File: src/rtl/instr_encoder_if.sv
// instr_encoder_if: field input handshake, word output stream and illegal-mnemonic status
interface instr_encoder_if;
    logic        in_valid;
    logic        in_ready;
    logic [3:0]  in_mnem;
    logic [4:0]  in_rs;
    logic [4:0]  in_rt;
    logic [4:0]  in_rd;
    logic [15:0] in_imm;
    logic [25:0] in_target;
    logic        out_valid;
    logic        out_ready;
    logic [31:0] out_word;
    logic [31:0] out_addr;
    logic        err_illegal;
    logic [7:0]  illegal_cnt;
    modport master (
        output in_valid, in_mnem, in_rs, in_rt, in_rd, in_imm, in_target, out_ready,
        input  in_ready, out_valid, out_word, out_addr, err_illegal, illegal_cnt
    );
    modport slave (
        input  in_valid, in_mnem, in_rs, in_rt, in_rd, in_imm, in_target, out_ready,
        output in_ready, out_valid, out_word, out_addr, err_illegal, illegal_cnt
    );
endinterface

File: src/rtl/instr_encoder.sv
// instr_encoder: encodes MIPS subset instructions into a FIFO streamed out with byte addresses
module instr_encoder #(
    parameter int          DEPTH     = 4,
    parameter logic [31:0] BASE_ADDR = 32'h0000_0000
) (
    input logic             clk,
    input logic             rst,
    input logic             flush,
    instr_encoder_if.slave  bus
);
    localparam int AW = $clog2(DEPTH);
    logic [31:0] mem [DEPTH];
    logic [AW-1:0] wp, rp;
    logic [AW:0] count;
    logic [5:0] op, funct;
    logic [31:0] word, addr;
    logic legal, accept, push, pop, err;
    logic [7:0] icnt;
    always_comb begin
        op = 6'h00;
        funct = 6'h00;
        case (bus.in_mnem)
            4'd0: funct = 6'h20;
            4'd1: funct = 6'h22;
            4'd2: funct = 6'h24;
            4'd3: funct = 6'h25;
            4'd4: funct = 6'h2A;
            4'd5: funct = 6'h2B;
            4'd6: funct = 6'h21;
            4'd7: funct = 6'h23;
            4'd8: op = 6'h08;
            4'd9: op = 6'h0D;
            4'd10: op = 6'h23;
            4'd11: op = 6'h2B;
            4'd12: op = 6'h04;
            4'd13: op = 6'h02;
            default: ;
        endcase
        word = bus.in_mnem < 4'd8 ? {6'h00, bus.in_rs, bus.in_rt, bus.in_rd, 5'h00, funct}
             : bus.in_mnem == 4'd13 ? {op, bus.in_target}
             : {op, bus.in_rs, bus.in_rt, bus.in_imm};
    end
    // full exactly when count reaches DEPTH, i.e. its top bit is set
    assign bus.in_ready = !count[AW];
    assign bus.out_valid = |count;
    assign legal = bus.in_mnem < 4'd14;
    assign accept = bus.in_valid & bus.in_ready & !flush;
    assign push = accept & legal;
    assign pop = bus.out_valid & bus.out_ready & !flush;
    assign bus.out_word = bus.out_valid ? mem[rp] : 32'h0;
    assign bus.out_addr = addr;
    assign bus.err_illegal = err;
    assign bus.illegal_cnt = icnt;
    always_ff @(posedge clk or posedge rst) begin
        if (rst) begin
            wp <= '0;
            rp <= '0;
            count <= '0;
            addr <= BASE_ADDR;
            err <= 1'b0;
            icnt <= 8'h00;
        end else if (flush) begin
            wp <= '0;
            rp <= '0;
            count <= '0;
            addr <= BASE_ADDR;
            err <= 1'b0;
        end else begin
            if (push) wp <= wp + 1'b1;
            if (pop) begin
                rp <= rp + 1'b1;
                addr <= addr + 32'd4;
            end
            count <= count + (AW+1)'(push) - (AW+1)'(pop);
            err <= accept & !legal;
            if (accept & !legal & icnt != 8'hFF) icnt <= icnt + 8'h01;
        end
    end
    always_ff @(posedge clk) begin
        if (push) mem[wp] <= word;
    end
endmodule

File: src/flat_wrapper.sv
// flat-port wrapper written by rule: the top's interface ports become plain ports
module instr_encoder_flat 
#(
    parameter int          DEPTH     = 4,
    parameter logic [31:0] BASE_ADDR = 32'h0000_0000
)
  (clk, rst, flush, bus_in_valid, bus_in_mnem, bus_in_rs, bus_in_rt, bus_in_rd, bus_in_imm, bus_in_target, bus_out_ready, bus_in_ready, bus_out_valid, bus_out_word, bus_out_addr, bus_err_illegal, bus_illegal_cnt);
  instr_encoder_if bus_i ();
  input logic clk;
  input logic rst;
  input logic flush;
  input wire logic [$bits(bus_i.in_valid)-1:0] bus_in_valid;
  input wire logic [$bits(bus_i.in_mnem)-1:0] bus_in_mnem;
  input wire logic [$bits(bus_i.in_rs)-1:0] bus_in_rs;
  input wire logic [$bits(bus_i.in_rt)-1:0] bus_in_rt;
  input wire logic [$bits(bus_i.in_rd)-1:0] bus_in_rd;
  input wire logic [$bits(bus_i.in_imm)-1:0] bus_in_imm;
  input wire logic [$bits(bus_i.in_target)-1:0] bus_in_target;
  input wire logic [$bits(bus_i.out_ready)-1:0] bus_out_ready;
  output wire logic [$bits(bus_i.in_ready)-1:0] bus_in_ready;
  output wire logic [$bits(bus_i.out_valid)-1:0] bus_out_valid;
  output wire logic [$bits(bus_i.out_word)-1:0] bus_out_word;
  output wire logic [$bits(bus_i.out_addr)-1:0] bus_out_addr;
  output wire logic [$bits(bus_i.err_illegal)-1:0] bus_err_illegal;
  output wire logic [$bits(bus_i.illegal_cnt)-1:0] bus_illegal_cnt;
  assign bus_i.in_valid = bus_in_valid;
  assign bus_i.in_mnem = bus_in_mnem;
  assign bus_i.in_rs = bus_in_rs;
  assign bus_i.in_rt = bus_in_rt;
  assign bus_i.in_rd = bus_in_rd;
  assign bus_i.in_imm = bus_in_imm;
  assign bus_i.in_target = bus_in_target;
  assign bus_i.out_ready = bus_out_ready;
  assign bus_in_ready = bus_i.in_ready;
  assign bus_out_valid = bus_i.out_valid;
  assign bus_out_word = bus_i.out_word;
  assign bus_out_addr = bus_i.out_addr;
  assign bus_err_illegal = bus_i.err_illegal;
  assign bus_illegal_cnt = bus_i.illegal_cnt;
  instr_encoder #(.DEPTH(DEPTH), .BASE_ADDR(BASE_ADDR)) u_core (.clk(clk), .rst(rst), .flush(flush), .bus(bus_i));
endmodule
File: config.mk
export PLATFORM = sky130hd
export DESIGN_NAME = instr_encoder_flat
export DESIGN_NICKNAME = d
export VERILOG_FILES = /design/src/rtl/instr_encoder_if.sv /design/src/rtl/instr_encoder.sv /design/src/flat_wrapper.sv
export SDC_FILE = /design/constraint.sdc
export NUM_CORES = 1
export LEC_CHECK = 0
export ABC_AREA = 1
export CORE_UTILIZATION = 25
export DETAILED_ROUTE_END_ITERATION = 8
export PLACE_DENSITY = 0.53
export SLEW_MARGIN = 5
export SYNTH_ARGS = -nofsm -noshare
export SYNTH_HDL_FRONTEND = slang
export SYNTH_SLANG_ARGS = --single-unit
File: constraint.sdc
create_clock -name clk -period 3.1 [get_ports clk]
set_input_delay 0.31 -clock clk [delete_from_list [all_inputs] [get_ports clk]]
set_output_delay 0.31 -clock clk [all_outputs]
set_load 0.02 [all_outputs]
---- Yosys cells after proc, flatten, opt, wreduce, memory -nomap -nowiden ----
Memory sizes are Yosys's and may differ from the RTL's.
Index checks and enable logic that the tools add are counted.
word-level totals
  register bits ........................... 48
  bits in writable memories ............... 128
  input port bits ......................... 66
  output and inout bits ................... 75
  logic and storage cells ................. 60
  memories ................................ 1
memory list
  name        words  width  rd ports  clocked after memory_dff  write ports  RTL line             text
  u_core.mem  4      32     1         0                         1            instr_encoder.sv:12  logic [31:0] mem [DEPTH];
cells by class
  add/subtract/negate cells ............... 6
  order comparisons ....................... 2
  equality and inequality tests ........... 14
  muxes and demuxes ....................... 15
  bitwise logic cells ..................... 8
  reduce and logical (&&, ||, !) cells .... 8
operators with widths
  cell                                                              count
  32-bit 2-to-1 mux                                                 4
  6-bit one-hot mux with 8 select lines                             1
  6-bit one-hot mux with 6 select lines                             1
  32-bit by 3-bit adder with 32-bit output (second input constant)  1
  26-bit 2-to-1 mux                                                 1
  4-bit == test (second input constant)                             6
  4-bit by 3-bit == test with 1-bit output (second input constant)  4
  8-bit by 1-bit adder with 8-bit output (second input constant)    1
  4-bit by 2-bit == test with 1-bit output (second input constant)  2
  4-bit < comparator (second input constant)                        2
  2-bit 2-to-1 mux                                                  4
  8-bit != test (second input constant)                             1
  1-bit AND                                                         7
  2-bit by 1-bit adder with 2-bit output (second input constant)    2
  4-bit by 1-bit == test with 1-bit output (second input constant)  1
  4-bit logical NOT                                                 1
  2-bit nonzero test                                                2
  3-bit by 1-bit adder with 3-bit output                            1
  1-bit logical NOT                                                 3
  1-bit 2-to-1 mux                                                  3
  3-bit 2-to-1 mux                                                  1
  3-bit OR reduction                                                1
  3-bit by 1-bit subtractor with 3-bit output                       1
  2-bit AND reduction                                               1
  1-bit NOT                                                         1

---- Longest topological paths before layout ----
  word-level depth ........................ 7
  mapped depth ............................ 12
  depth with buffers taken out ............ 11

---- Worst setup path before layout ----
OpenSTA, ideal clock, no wires.
  path type ............................... register -> register
  from .................................... reg u_core.count[2]
  to ...................................... mem u_core.mem[0][0], enable pin
  setup time .............................. 0.419 ns
  arrival ................................. 2.383 ns
  required time ........................... 2.681 ns
  setup slack ............................. 0.298 ns
  stages on the path, launching flop included .. 6
  buffers on the path ..................... 0
  period minus slack after synthesis ...... 2.802 ns
  cell sequence ........................... dfrtp_1 > inv_1 > nand3_2 > a21oi_1 > inv_2 > nor2_1
on the way
  longest elaborated chain between the ends .. 6
RTL lines
  element                                 RTL line             text
  from (decl)                             instr_encoder.sv:14  logic [AW:0] count;
  from (signal assigned)                  instr_encoder.sv:74  count <= count + (AW+1)'(push) - (AW+1)'(pop);
  1-bit logical NOT                       instr_encoder.sv:44  assign bus.in_ready = !count[AW];
  named net bus_in_ready                  flat_wrapper.sv:20   output wire logic [$bits(bus_i.in_ready)-1:0] bus_in_ready;
  1-bit AND (2 in a row)                  instr_encoder.sv:47  assign accept = bus.in_valid & bus.in_ready & !flush;
  1-bit AND                               instr_encoder.sv:48  assign push = accept & legal;
  1-bit 2-to-1 mux                        instr_encoder.sv:80  if (push) mem[wp] <= word;
  1-bit 2-to-1 mux (not written as such)  instr_encoder.sv:80
  to (decl)                               instr_encoder.sv:12
The timed path passes the listed nets, and every way through them passes these cells.

---- Worst setup path after layout ----
  from .................................... reg u_core.rp[0]
  to ...................................... out bus_out_word[31]
on the way
  longest elaborated chain between the ends .. 2
RTL lines
  element                 RTL line             text
  from (decl)             instr_encoder.sv:13  logic [AW-1:0] wp, rp;
  from (signal assigned)  instr_encoder.sv:71  rp <= rp + 1'b1;
  memory 4 x 32 bit       n/a
  32-bit 2-to-1 mux       instr_encoder.sv:50  assign bus.out_word = bus.out_valid ? mem[rp] : 32'h0;
  to (decl)               flat_wrapper.sv:22   output wire logic [$bits(bus_i.out_word)-1:0] bus_out_word;
Every way passes these cells.

==> impl_metrics.py <==
metrics = {
    "cts": {
        "clockRootBuffer": "clkbuf_16",
        "clkTransAtPathRegs_ns": 0.07,
        "worstSkewPairLatency_ns": 0.43,
        "ctsHoldBuffers": 0,
        "h-tree-depth": 4,
        "cts_tree": "yes",
        "clockBufferDepth": 2,
        "post_cts_buffers": 0,
        "cts_resized": 0,
        "cts_made_buffers": 17,
        "cts.sinks": 170,
    },
    "timing": {
        "worst_pin_slew_ns": 0.558,
        "fin_worst_skew_ns": 0.0143,
        "drv_slew": 0,
        "fmax_mhz": 375,
        "setup_tns_ns": 0,
        "finalSetupViolCount": 0,
        "worst_slack_ns": 0.431,
        "period_needed_ns": 2.67,
        "rsz0062_at_grt": "no",
        "post-route-period-util_pct": 86.1,
        "relSlewSlack_pct": 62.5,
        "hold_viol": 0,
    },
    "drt": {
        "drtAntennaViolNets": 0,
        "viasPerCell": 4.39,
        "routedWlPerCell_um": 15.6,
        "detail_route.iter0.violations": 361,
        "vias": 6209,
        "totalWireLength_um": 22100,
        "first_pass_iters": 4,
        "drc": 0,
    },
    "worst_setup_path": {
        "reg2reg_slack_ns": 0.88,
        "worstPathMaxFanout": 63,
        "critPathKind": "reg -> out",
        "cp-end-kind": "primary output",
        "r2r_cells": 11,
        "cp.required_ns": 2.79,
        "cp_data_arrival_time_ns": 2.36,
        "start_kind": "register",
    },
    "floorplanning": {
        "die_area_um2": 32900,
        "coreArea_um2": 31600,
        "ios": 141,
        "chipHeight_um": 181,
        "initial_core_util_pct": 25.4,
        "row_count": 65,
        "die_w_um": 181,
    },
    "synthesis": {
        "synth.mux.area_fraction_pct": 0,
        "synth_compound_area_share_pct": 9.43,
        "yosysUniqueCellTypes": 43,
        "syn_area_um2": 8050,
        "ys_seq_elements": 170,
        "async_flop_share_pct": 27.1,
        "synthXorXnorAreaFrac_pct": 0.855,
        "synthAdderAreaFrac_pct": 1.49,
        "synthCells": 860,
        "postSynthAreaPerCell_um2": 9.36,
        "synth_warnings": 0,
        "synth_top_family_by_area": "simple AND/OR/NAND/NOR gates",
        "synth_edf_count": 124,
        "synth-simple-area-share_pct": 22.8,
        "yosysSeqAreaShare_pct": 60.5,
        "ys.flop_type": "edfxtp_1",
    },
    "final_layout": {
        "fin_nets": 1075,
        "drive_gt1_share_pct": 8.69,
        "stdcell_count": 1415,
        "final_util_pct": 33.5,
        "syn2layout_area_growth_pct": 31.7,
        "antenna_cells": 0,
        "layout_common_cells": "nor2_1, nand2_1, clkdlybuf4s50_1, edfxtp_1, o21ai_0",
        "final_common_cell": "nor2_1",
        "num-fill-cells": 3182,
    },
    "global_route": {
        "grt_max_degree": 64,
        "grt_antenna_before_repair": 0,
        "grt-ovfl-total": 0,
        "grt_usage_pct": 13.5,
        "grt_pass1_vias": 6110,
        "grt_pass1_wl_um": 34100,
    },
    "worst_hold_path": {
        "hp-class": "in -> async",
    },
    "place": {
        "pre_cts_slack_ns": 0.562,
        "place_congestion": 0.789,
        "dp.cells": 1383,
        "portBuffers": 137,
        "place_hpwl_um": 14500,
    },
    "power_and_ir_drop": {
        "p_clk_share_pct": 31.4,
        "switching_power_mw": 2.49,
        "power.density_nw_per_um2": 665,
        "peakVddDrop_uv": 451,
        "p_int_mw": 4.56,
        "combPwrFrac_pct": 31.0,
        "sw_frac_of_total_pct": 35.3,
        "p_seq_share_pct": 37.6,
        "leakage_nw": 3.95,
        "p_total_mw": 7.05,
    },
    "flow_run": {
        "cap_violations": 0,
    },
    "outcome": {
        "status": "complete, no violations",
    },
}
## area by class of cell
class	count	area [µm²]	share of cell area [%]
flip-flops and latches	170	4880	46.0
multi-input cells	599	2820	26.6
repair buffers	153	1550	14.7
well taps	402	503	4.74
clock buffers	17	425	4.01
inverters	59	223	2.10
clock inverters	15	201	1.90
## critical path, stage by stage, from the launching register on
cell and delay, ns:
dfrtp_2 0.39, buf_12 0.27, nor2_1 0.09, nor2_1 0.08, o21ai_0 0.08, a21oi_1 0.31, clkdlybuf4s50_1 0.67
## cells by family after synthesis
family	count (synthesis)
other cells	1
simple gates	434
buf+inv	93
flops	170
fa+ha+maj	9
compound gates	146
xor+xnor	7
## metal layers
metal	vias up	GRT usage [%]	wire length, µm
li1	3127	-	-
met1	2908	17.9	10200
met2	163	22.0	10400
met3	11	3.25	1370
met4	0	3.69	189
met5	-	0	0
## cells in the mapped netlist (6+ instances only)
library cell  number  area, µm²
nor2_2             8       50.1
nand2_2            7       43.8
nor2_1           218        818
nand2_1          156        586
edfxtp_1         124       3720
buf_2             11       55.1
inv_1             52        195
nand3b_1           6       45.0
nand3_1           22        110
o21ai_0           76        380
clkbuf_1          12       45.0
dfrtp_1           46       1150
ha_1               8        100
a21oi_1           53        265
## state kept, by name, indices dropped and copies added, names as in the netlist
signal	flops
u_core.count	3
u_core.bus.illegal_cnt	8
u_core.wp	2
u_core.rp	2
u_core.bus.out_addr	30
u_core.mem	124
u_core.bus.err_illegal	1
## metrics by stage
step                      instance area, µm²  hold WS [ns]
after floorplan                         8060         0.375
after global placement                  9980         0.529
after detailed placement                9980         0.529
after CTS                              10600         0.238
after global routing                   10600         0.288
final                                  10600         0.227
## power by group through the flow
stage	sequential, mW	combinational [mW]	clock (mW)
after CTS	2.65	2.23	2.26
after detailed placement	2.70	2.22	0
after global routing	2.66	2.39	2.36
final	2.65	2.18	2.21
after global placement	2.70	2.21	0
after floorplan	2.72	1.17	0
## path summary, 6_finish.rpt
path / start / end
worst max-delay path: u_core.rp[0] / bus_out_word[31]
worst min-delay path: rst / u_core.bus.illegal_cnt[5]
worst max register to register: u_core.count[2] / u_core.count[2]
worst min register to register: u_core.bus.illegal_cnt[7] / u_core.bus.illegal_cnt[7]
max in group asynchronous: rst / u_core.bus.out_addr[3]
min in group clk: u_core.bus.illegal_cnt[7] / u_core.bus.illegal_cnt[7]
No activity file was read; power rests on OpenSTA's default activity.
